==> src/rtl/i2c_to_wb_sequencer_if.sv <==
// Wishbone master bus between the I2C register sequencer and its target.
// Single 32-bit data path with byte-lane selects.
interface i2c_to_wb_sequencer_if #(
   parameter int AW = 32
);
   logic [AW-1:0] addr;
   logic [31:0]   data_w;
   logic [31:0]   data_r;
   logic [3:0]    sel;
   logic          we;
   logic          cyc;
   logic          stb;
   logic          ack;
   logic          err;

   modport master (
      output addr, data_w, sel, we, cyc, stb,
      input  data_r, ack, err
   );

   modport slave (
      input  addr, data_w, sel, we, cyc, stb,
      output data_r, ack, err
   );
endinterface

==> src/rtl/i2c_to_wb_sequencer.sv <==
// Byte-level I2C slave sequencer: address match, register pointer, and
// single-byte Wishbone writes/reads with clock stretching and a bus timeout.
module i2c_to_wb_sequencer #(
   parameter logic [6:0] SLAVE_ADDR = 7'h50,
   parameter int         AW         = 32,
   parameter int         TIMEOUT    = 255
) (
   input  logic       wb_clk_i,
   input  logic       wb_rst_ni,
   input  logic       start_i,
   input  logic       stop_i,
   input  logic       rx_valid_i,
   input  logic [7:0] rx_byte_i,
   input  logic       tx_req_i,
   output logic       busy_o,
   output logic       ack_o,
   output logic [7:0] tx_byte_o,
   i2c_to_wb_sequencer_if.master wb
);

   typedef enum logic [2:0] {
      IDLE, ADDR, PTR, WDATA, WB_WR, RD_WAIT, WB_RD, IGNORE
   } state_t;

   localparam logic [7:0] TMO_LAST = 8'(TIMEOUT - 1);

   state_t      state_q, state_d;
   logic [7:0]  ptr_q, ptr_d;
   logic        busy_d, ack_d;
   logic [7:0]  tx_d;
   logic        cyc_q, cyc_d;
   logic        we_q, we_d;
   logic [3:0]  sel_q, sel_d;
   logic [5:0]  word_q, word_d;
   logic [7:0]  wdat_q, wdat_d;
   logic [7:0]  cnt_q, cnt_d;
   logic        taken;

   assign wb.cyc    = cyc_q;
   assign wb.stb    = cyc_q;
   assign wb.we     = we_q;
   assign wb.sel    = sel_q;
   assign wb.addr   = AW'({word_q, 2'b00});
   assign wb.data_w = {4{wdat_q}};

   always_comb begin
      // NOTE: every value written here gets a default first, so no latch is inferred.
      state_d = state_q;
      ptr_d   = ptr_q;
      busy_d  = 1'b0;
      ack_d   = ack_o;
      tx_d    = tx_byte_o;
      cyc_d   = cyc_q;
      we_d    = we_q;
      sel_d   = sel_q;
      word_d  = word_q;
      wdat_d  = wdat_q;
      cnt_d   = cnt_q;
      taken   = 1'b0;

      if (start_i) begin
         state_d = ADDR;
         cyc_d   = 1'b0;
         we_d    = 1'b0;
      end else if (stop_i) begin
         state_d = IDLE;
         cyc_d   = 1'b0;
         we_d    = 1'b0;
      end else begin
         case (state_q)
            ADDR: if (rx_valid_i) begin
               taken  = 1'b1;
               busy_d = 1'b1;
               if (rx_byte_i[7:1] == SLAVE_ADDR) begin
                  ack_d   = 1'b1;
                  state_d = rx_byte_i[0] ? RD_WAIT : PTR;
               end else begin
                  ack_d   = 1'b0;
                  state_d = IGNORE;
               end
            end
            PTR: if (rx_valid_i) begin
               taken   = 1'b1;
               busy_d  = 1'b1;
               ptr_d   = rx_byte_i;
               ack_d   = 1'b1;
               state_d = WDATA;
            end
            WDATA: if (rx_valid_i) begin
               taken   = 1'b1;
               busy_d  = 1'b1;
               wdat_d  = rx_byte_i;
               cyc_d   = 1'b1;
               we_d    = 1'b1;
               sel_d   = 4'b0001 << ptr_q[1:0];
               word_d  = ptr_q[7:2];
               cnt_d   = '0;
               state_d = WB_WR;
            end
            RD_WAIT: if (tx_req_i) begin
               taken   = 1'b1;
               busy_d  = 1'b1;
               cyc_d   = 1'b1;
               we_d    = 1'b0;
               sel_d   = 4'b0001 << ptr_q[1:0];
               word_d  = ptr_q[7:2];
               cnt_d   = '0;
               state_d = WB_RD;
            end
            WB_WR, WB_RD: begin
               // SCL stays stretched while the bus cycle is open; ack beats err.
               taken  = 1'b1;
               busy_d = 1'b1;
               cnt_d  = cnt_q + 8'd1;
               if (wb.ack) begin
                  cyc_d  = 1'b0;
                  we_d   = 1'b0;
                  busy_d = 1'b0;
                  ptr_d  = ptr_q + 8'd1;
                  if (state_q == WB_WR) begin
                     ack_d   = 1'b1;
                     state_d = WDATA;
                  end else begin
                     tx_d    = wb.data_r[{ptr_q[1:0], 3'b000} +: 8];
                     state_d = RD_WAIT;
                  end
               end else if (wb.err || cnt_q == TMO_LAST) begin
                  cyc_d  = 1'b0;
                  we_d   = 1'b0;
                  busy_d = 1'b0;
                  if (state_q == WB_WR) begin
                     ack_d   = 1'b0;
                     state_d = IGNORE;
                  end else begin
                     tx_d    = 8'hFF;
                     state_d = RD_WAIT;
                  end
               end
            end
            default: ;
         endcase

         // Bytes or read requests nobody consumes get NACK / 0xFF and a short stretch.
         if (!taken) begin
            if (rx_valid_i) begin
               busy_d = 1'b1;
               ack_d  = 1'b0;
            end
            if (tx_req_i) begin
               busy_d = 1'b1;
               tx_d   = 8'hFF;
            end
         end
      end
   end

   // NOTE: sequential state uses non-blocking assignments only.
   always_ff @(posedge wb_clk_i or negedge wb_rst_ni) begin
      if (!wb_rst_ni) begin
         state_q   <= IDLE;
         ptr_q     <= 8'h00;
         busy_o    <= 1'b0;
         ack_o     <= 1'b0;
         tx_byte_o <= 8'hFF;
         cyc_q     <= 1'b0;
         we_q      <= 1'b0;
         sel_q     <= 4'h0;
         word_q    <= '0;
         wdat_q    <= '0;
         cnt_q     <= '0;
      end else begin
         state_q   <= state_d;
         ptr_q     <= ptr_d;
         busy_o    <= busy_d;
         ack_o     <= ack_d;
         tx_byte_o <= tx_d;
         cyc_q     <= cyc_d;
         we_q      <= we_d;
         sel_q     <= sel_d;
         word_q    <= word_d;
         wdat_q    <= wdat_d;
         cnt_q     <= cnt_d;
      end
   end

endmodule

==> src/flat_wrapper.sv <==
// flat-port wrapper written by rule: the top's interface ports become plain ports
module i2c_to_wb_sequencer_flat 
#(
   parameter logic [6:0] SLAVE_ADDR = 7'h50,
   parameter int         AW         = 32,
   parameter int         TIMEOUT    = 255
)
  (wb_clk_i, wb_rst_ni, start_i, stop_i, rx_valid_i, rx_byte_i, tx_req_i, busy_o, ack_o, tx_byte_o, wb_addr, wb_data_w, wb_sel, wb_we, wb_cyc, wb_stb, wb_data_r, wb_ack, wb_err);
  i2c_to_wb_sequencer_if #(.AW(AW)) wb_i ();
  input  logic wb_clk_i;
  input  logic wb_rst_ni;
  input  logic start_i;
  input  logic stop_i;
  input  logic rx_valid_i;
  input  logic [7:0] rx_byte_i;
  input  logic tx_req_i;
  output logic busy_o;
  output logic ack_o;
  output logic [7:0] tx_byte_o;
  output wire logic [$bits(wb_i.addr)-1:0] wb_addr;
  output wire logic [$bits(wb_i.data_w)-1:0] wb_data_w;
  output wire logic [$bits(wb_i.sel)-1:0] wb_sel;
  output wire logic [$bits(wb_i.we)-1:0] wb_we;
  output wire logic [$bits(wb_i.cyc)-1:0] wb_cyc;
  output wire logic [$bits(wb_i.stb)-1:0] wb_stb;
  input wire logic [$bits(wb_i.data_r)-1:0] wb_data_r;
  input wire logic [$bits(wb_i.ack)-1:0] wb_ack;
  input wire logic [$bits(wb_i.err)-1:0] wb_err;
  assign wb_addr = wb_i.addr;
  assign wb_data_w = wb_i.data_w;
  assign wb_sel = wb_i.sel;
  assign wb_we = wb_i.we;
  assign wb_cyc = wb_i.cyc;
  assign wb_stb = wb_i.stb;
  assign wb_i.data_r = wb_data_r;
  assign wb_i.ack = wb_ack;
  assign wb_i.err = wb_err;
  i2c_to_wb_sequencer #(.SLAVE_ADDR(SLAVE_ADDR), .AW(AW), .TIMEOUT(TIMEOUT)) u_core (.wb_clk_i(wb_clk_i), .wb_rst_ni(wb_rst_ni), .start_i(start_i), .stop_i(stop_i), .rx_valid_i(rx_valid_i), .rx_byte_i(rx_byte_i), .tx_req_i(tx_req_i), .busy_o(busy_o), .ack_o(ack_o), .tx_byte_o(tx_byte_o), .wb(wb_i));
endmodule
==> config.mk <==
export PLATFORM = sky130hd
export DESIGN_NAME = i2c_to_wb_sequencer_flat
export DESIGN_NICKNAME = d
export VERILOG_FILES = /design/src/rtl/i2c_to_wb_sequencer_if.sv /design/src/rtl/i2c_to_wb_sequencer.sv /design/src/flat_wrapper.sv
export SDC_FILE = /design/constraint.sdc
export NUM_CORES = 1
export LEC_CHECK = 0
export ABC_AREA = 0
export BUFFER_PORTS_ARGS = -buffer_cell sky130_fd_sc_hd__buf_2
export CAP_MARGIN = 25
export CORE_ASPECT_RATIO = 0.8
export CORE_MARGIN = 2
export CORE_UTILIZATION = 49
export CTS_BUF_LIST = sky130_fd_sc_hd__clkbuf_16
export DETAILED_ROUTE_END_ITERATION = 7
export GPL_TIMING_DRIVEN = 0
export PLACE_DENSITY = 0.84
export RECOVER_POWER = 100
export SLEW_MARGIN = 10
export SYNTH_ARGS = -nofsm -noshare
export SYNTH_HDL_FRONTEND = slang
export SYNTH_SLANG_ARGS = --single-unit
==> constraint.sdc <==
create_clock -name wb_clk_i -period 2.2 [get_ports wb_clk_i]
set_input_delay 0.22 -clock wb_clk_i [delete_from_list [all_inputs] [get_ports wb_clk_i]]
set_output_delay 0.22 -clock wb_clk_i [all_outputs]
set_load 0.01 [all_outputs]
==> flow_summary.ini, run 1 <==
[timing]
setup_viol = 0
fin_skew_ps = 6.34
achievable_freq_mhz = 486
period_needed_ps = 2060
tightestPinTransition_ps = 1320
fin_tns_setup_ps = 0
rsz0062_at_grt = no
ratio_of_final_minimum_period_to_clock_period = 0.935
timing.max_slew.rel_slack = 0.122
slew_viol_final = 0
timing.final.hold_violations = 0

[clocking]
worst_skew_pair_later_pin_latency_ps = 290
cts_inserted_buffers = 5
cts_tree = done
cts_num_sinks = 49
cts-htree-levels = 2
cts_max_path_buffers = 2
post-cts-setup-buffers = 0
clk_transition_reported_paths_ps = 70
holdBufCountCts = 1
ctsRootBufferMaster = sky130_fd_sc_hd__clkbuf_16
ctsResizeCount = 0

[critical_path]
r2r_setup_slack_ps = 140
critical_path.endpoint_type = register
critical_path.reg2reg.startpoint = u_core.state_q[2]
crit_required_ps = 2420
cp-endpoint = u_core.cnt_q[5]
rr_worst_depth = 5
cp_data_arrival_time_ps = 2270
critPathLaunch = u_core.state_q[2]
reg2reg_capture_point = u_core.cnt_q[5]
crit_path_max_fanout = 10
critical_path.startpoint_type = register
setup.worst_path.class = register to register

[drt]
count_of_routing_violations_after_the_opening_detailed_route_iteration = 156
postRouteWirelength_um = 7650
wl_per_cell_um = 14.3
length_of_routed_met2_wiring_um = 3660
met3_wirelength_um = 666
route.antenna.remaining_nets = 0
average_via_count_per_standard_cell = 5.25
iteration_count_of_the_initial_detailed_routing_pass = 4
drcViolationCount = 0
vias = 2804
maxUsedRoutingLayer = met4
met1_length_um = 3220

[synthesis]
synth-edff-count = 0
synth_async_sr_flop_share = 1.00
synth_cell_types = 58
synth.cell_area_mm2 = 0.00314
seq_total_area_yosys = 0.394
postSynthCellCount = 313
synth_ff_type = sky130_fd_sc_hd__dfrtp_1
synth_warnings = 0
synth_seq_cells = 49
syn_avg_cell_area_um2 = 10.0

[finish]
share_of_final_layout_standard_cells_stronger_than_drive_strength_1 = 0.376
total_area_of_multi_input_combinational_cells_mm2 = 0.00151
utilization = 0.639
final_nets = 503
area_growth_syn_to_layout_pct = 27.8
fillCellCount = 551
antenna_cells_inserted = 0
seqCellArea_mm2 = 0.00124

[floorplanning]
core_area_mm2 = 0.00628
top_level_ports = 129
design.die.area_mm2 = 0.00706
floorplan.initialDensity = 0.500
vertical_extent_of_the_die_um = 75.6
dieWidth_um = 93.5
placement_rows = 26

[global_routing]
grt_antenna_before_repair = 0
global_route_wire_length_before_repair_um = 12100
number_of_global_route_vias_before_repair = 2501
track_usage = 0.220
pin_count_of_the_biggest_net_entering_global_routing = 28
total_global_routing_overflow = 0

[power_and_ir_drop]
p_total_uw = 3340
power.density_cell_area_mw_per_mm2 = 834
p_leak_uw = 0.00190
irDropWorstVdd_mv = 0.481

[flow_run]
maxCapViolations = 0

[placement]
hpwlAfterDp_um = 5860
gpl.final_weighted_congestion = 0.940
io_buffers = 102

[hold_path]
min_path_type = input port to register

[run_status]
status = finished clean
## power by group
| part | internal (µW) | switching (µW) | total, µW |
|---|---|---|---|
| Combinational | 524 | 504 | 1030 |
| Sequential | 1090 | 213 | 1300 |
| Clock | 656 | 355 | 1010 |
| Total | 2270 | 1070 | 3340 |
## final cells by class
class,instances,area share
Clock buffer,5,0.0312
Tap cell,84,0.0262
Buffer,66,0.111
Timing Repair Buffer,104,0.124
Inverter,6,0.00562
Sequential cell,49,0.308
Clock inverter,3,0.0172
Multi-Input combinational cell,217,0.376
## critical path, cell delays in order, from the launching register on
cell                      delay [ps]
sky130_fd_sc_hd__dfrtp_1         410
sky130_fd_sc_hd__and2b_1         280
sky130_fd_sc_hd__and3_4          210
sky130_fd_sc_hd__o21ai_0         350
sky130_fd_sc_hd__or4_4           600
sky130_fd_sc_hd__a21oi_1         150
## worst min path at each step
stage,startpoint,slack [ps],endpoint,cells after the start
after floorplan,wb_rst_ni,-80,u_core.ack_o,0
after global placement,start_i,460,u_core.state_q[0],2
after detailed placement,wb_rst_ni,240,u_core.state_q[0],1
after CTS,start_i,170,u_core.state_q[0],2
after global routing,start_i,190,u_core.state_q[0],2
final,start_i,170,u_core.state_q[0],2
## synthesized netlist by cell type (2+ instances only)
cell                        number  area, µm²
sky130_fd_sc_hd__mux2_1          9        101
sky130_fd_sc_hd__nand2b_1        2       12.5
sky130_fd_sc_hd__inv_1           5       18.8
sky130_fd_sc_hd__or3_1           2       12.5
sky130_fd_sc_hd__dfrtp_1        41       1030
sky130_fd_sc_hd__ha_1            6       75.1
sky130_fd_sc_hd__and4_1          2       17.5
sky130_fd_sc_hd__a21oi_1        21        105
sky130_fd_sc_hd__a2111oi_0       2       17.5
sky130_fd_sc_hd__nand3_1        15       75.1
sky130_fd_sc_hd__buf_4          52        390
sky130_fd_sc_hd__nor2b_1         3       18.8
sky130_fd_sc_hd__nand3b_1        2       15.0
sky130_fd_sc_hd__nand4_1         5       31.3
sky130_fd_sc_hd__nand2_1        25       93.8
sky130_fd_sc_hd__o22ai_1         5       31.3
sky130_fd_sc_hd__buf_2           7       35.0
sky130_fd_sc_hd__mux2_2         10        113
sky130_fd_sc_hd__o22a_1          8       70.1
sky130_fd_sc_hd__o31ai_1         4       30.0
sky130_fd_sc_hd__o21ai_1         2       10.0
sky130_fd_sc_hd__nor2_1         13       48.8
sky130_fd_sc_hd__a31oi_1         3       18.8
sky130_fd_sc_hd__o21ai_0        16       80.1
sky130_fd_sc_hd__clkbuf_1        6       22.5
sky130_fd_sc_hd__dfstp_2         8        210
sky130_fd_sc_hd__mux4_2          8        180
## flip-flops by register name, summed over array words and instances (netlist names)
| register | flops |
|---|---|
| u_core.word_q | 6 |
| u_core.wb.cyc | 1 |
| u_core.busy_o | 1 |
| u_core.cnt_q | 8 |
| u_core.ptr_q | 8 |
| u_core.tx_byte_o | 8 |
| u_core.wdat_q | 8 |
| u_core.ack_o | 1 |
| u_core.state_q | 3 |
| u_core.wb.sel | 4 |
| u_core.wb.we | 1 |
## layer usage
metal / GRT usage / up-vias
li1: - / 1326
met1: 0.287 / 1322
met2: 0.379 / 146
met3: 0.0415 / 10
met4: 0.0703 / 0
met5: 0 / -
## cell families (layout without fill, tap and decap cells)
family                     Yosys count  in the layout  share of synthesized area
xor gates and xnor gates             2              2                    0.00558
AOI/OAI and AO/OA                   74             74                      0.159
buffers and inverters               72            184                      0.151
muxes                               28             28                      0.129
adders and majority gates            6              6                     0.0239
DFF                                 49             49                      0.394
other                                1             26                    0.00120
and+or+nand+nor                     81             81                      0.137
## per-stage QoR
stage	hold WS, ps	area [µm²]	setup WS, ps	cells
finish	167	4010	143	534
global route	192	4010	63.1	534
CTS	174	4070	224	534
detailed placement	236	3870	236	525
global placement	461	3850	295	524
floorplan	-75.6	3230	448	338
## layout by cell type (no fill, tap or decap), drive strengths merged, types with 2 or more instances in the layout
master | Yosys | routed
o31ai | 4 | 4
mux2 | 19 | 19
nand2b | 3 | 3
a211oi | 2 | 2
and4 | 2 | 2
conb | 1 | 26
a31oi | 3 | 3
mux4 | 8 | 8
ha | 6 | 6
o22a | 8 | 8
clkbuf | 6 | 70
o21ai | 19 | 19
nor2 | 14 | 14
nand4 | 5 | 5
dfstp | 8 | 8
nand3b | 2 | 2
nand3 | 15 | 15
nor2b | 3 | 3
or4 | 2 | 2
a2111oi | 3 | 3
bufinv | 0 | 2
buf | 60 | 104
nand2 | 25 | 25
a21oi | 22 | 22
dfrtp | 41 | 41
o22ai | 5 | 5
inv | 6 | 7
or3 | 2 | 2
nor3 | 2 | 2
Note: power is estimated with default switching activity, not from simulation.
==> run 2, diff against run 1 <==
REMOVE_ABC_BUFFERS = 1   (was default)
==> run 2 against run 1 <==
Compared with the run above: power down 13%; register-to-register slack is essentially flat; critical path depth rose by 1; maximum frequency rose by 0.12%; hold slack better by 25 ps; largest cell class unchanged.
==> flow_summary.ini, run 2 (synthesis results as in run 1) <==
[power_and_ir_drop]
power.sequential.fraction = 0.467
p_leak_uw = 0.00152
power_report.internal_total_uw = 1880
switching_share = 0.351
power.density_cell_area_mw_per_mm2 = 809
irDropWorstVdd_mv = 0.569
p_switching_uw = 1020
p_total_uw = 2900
power_frac_comb = 0.269
clock_power_share = 0.264

[finish]
commonest_non_fill_non_tap_cell_in_the_layout = sky130_fd_sc_hd__clkbuf_1
final_nets = 443
antenna_cells_inserted = 0
utilization = 0.571
share_of_final_layout_standard_cells_stronger_than_drive_strength_1 = 0.244
layout.cells.most_common_list = sky130_fd_sc_hd__clkbuf_1, sky130_fd_sc_hd__buf_2, sky130_fd_sc_hd__dfrtp_1, sky130_fd_sc_hd__conb_1, sky130_fd_sc_hd__nand2_1
area_growth_syn_to_layout_pct = 14.3

[clocking]
cts_tree = done
worst_skew_pair_later_pin_latency_ps = 290
clk_transition_reported_paths_ps = 70
ctsRootBufferMaster = sky130_fd_sc_hd__clkbuf_16
cts_max_path_buffers = 2
cts_inserted_buffers = 5
cts-htree-levels = 2
cts_num_sinks = 49

[global_routing]
number_of_global_route_vias_before_repair = 2424
grt_antenna_before_repair = 0
pin_count_of_the_biggest_net_entering_global_routing = 27
track_usage = 0.209
global_route_wire_length_before_repair_um = 11600
total_global_routing_overflow = 0

[drt]
route.antenna.remaining_nets = 0
wl_per_cell_um = 15.2
vias = 2612
postRouteWirelength_um = 7220
iteration_count_of_the_initial_detailed_routing_pass = 4
count_of_routing_violations_after_the_opening_detailed_route_iteration = 173
drcViolationCount = 0
average_via_count_per_standard_cell = 5.51

[hold_path]
hold_worst_path_end = u_core.state_q[0]
min_path_type = input port to register
worst_hold_path_cell_count = 2
hp-start = start_i

[critical_path]
crit_path_max_fanout = 19
timing.critical_path.cells = nand2b_4 > a21boi_2 > nor2_1 > nor3_4 > buf_12 > mux2_2
crit_required_ps = 2380
cp_data_arrival_time_ps = 2230
worst-path-buf-inv = 1
r2r_setup_slack_ps = 150
worst_path_dominant_cell_family = simple AND/OR/NAND/NOR gates
rr_worst_depth = 6
cp_slowest_cell = sky130_fd_sc_hd__dfrtp_1
slowest_delay_ps = 590
reg2reg_capture_point = u_core.word_q[0]
critical_path.reg2reg.startpoint = u_core.state_q[1]
setup.worst_path.class = register to register
critical_path.startpoint_type = register
critical_path.endpoint_type = register

[floorplanning]
core_area_mm2 = 0.00628
dieWidth_um = 93.5
placement_rows = 26
top_level_ports = 129
floorplan.initialDensity = 0.500
vertical_extent_of_the_die_um = 75.6
design.die.area_mm2 = 0.00706

[timing]
setup_viol = 0
timing.max_slew.rel_slack = 0.00670
fin_tns_setup_ps = 0
post-route-worst-setup-slack_ps = 146
period_needed_ps = 2050
ratio_of_final_minimum_period_to_clock_period = 0.934
timing.final.hold_violations = 0
achievable_freq_mhz = 487
slew_viol_final = 0
worst_hold_slack_ps = 191
fin_skew_ps = 8.10
rsz0062_at_grt = no
tightestPinTransition_ps = 1490

[placement]
preCtsSetupSlack_ps = -343
gpl.final_weighted_congestion = 0.805
hpwlAfterDp_um = 5250
io_buffers = 102

[flow_run]
maxCapViolations = 0

[run_status]
status = finished clean
[run 2: changes by cell type in the layout (fill, tap and decap cells not counted), sizes merged]
cell,change
clkinv,+1
clkinvlp,+1
clkbuf,-8
bufinv,-2
buf,-52
[run 2: routing by layer]
layer,vias up,track usage,share of wire
li1,1204,-,-
met2,131,0.366,0.49
met1,1266,0.266,0.41
met4,0,0.0686,0.014
met3,11,0.0415,0.081
met5,-,0,0
[run 2: worst reg2reg max path, delay by kind of cell (launching register included)]
family	cells	cell delay [ps]
flip-flops	1	590
buffers and inverters	1	160
AND/OR/NAND/NOR	3	630
multiplexers	1	330
AO/OA/AOI/OAI	1	230
[run 2: timing repair]
item,in CTS,in global routing
gates resized for setup,2,2
pin swaps,1,1
setup endpoints to repair,13,21
cloned,0,0
hold buffers,1,0
setup buffers,2,3
hold endpoints to repair,17,0
[run 2: final cells by class]
| type | instances | area, µm² |
|---|---|---|
| fillers | 573 | 2690 |
| multi-input cells | 217 | 1530 |
| flip-flops and latches | 49 | 1240 |
| repair buffers | 110 | 549 |
| clock buffers | 5 | 125 |
| well taps | 84 | 105 |
| inverters | 6 | 22.5 |
| clock inverters | 3 | 21.3 |
[run 2: power by group through the flow]
stage | Clock [µW] | Combinational (µW) | Sequential (µW)
after floorplan | 0 | 387 | 1410
after global routing | 823 | 863 | 1400
after global placement | 0 | 790 | 1350
after CTS | 780 | 843 | 1350
after detailed placement | 0 | 830 | 1360
final | 765 | 780 | 1360
[run 2: worst max-delay path by stage]
stage          slack [ps]               from  cells past startpoint                   to
2_1_floorplan        -270  u_core.state_q[2]                      3     u_core.word_q[2]
5_1_grt                20  u_core.state_q[1]                      6     u_core.wb.sel[2]
6_report              150  u_core.state_q[1]                      6     u_core.word_q[0]
3_5_place_dp         -340  u_core.state_q[2]                      5     u_core.word_q[0]
4_1_cts                40  u_core.state_q[2]                      3  u_core.tx_byte_o[7]
3_3_place_gp        -1000  u_core.state_q[2]                      3  u_core.tx_byte_o[7]
[run 2: through the flow]
step / cell area (µm²) / instances
6_report: 3590 / 474
5_1_grt: 3590 / 474
4_1_cts: 3640 / 471
3_5_place_dp: 3440 / 460
3_3_place_gp: 3400 / 458
2_1_floorplan: 2780 / 272
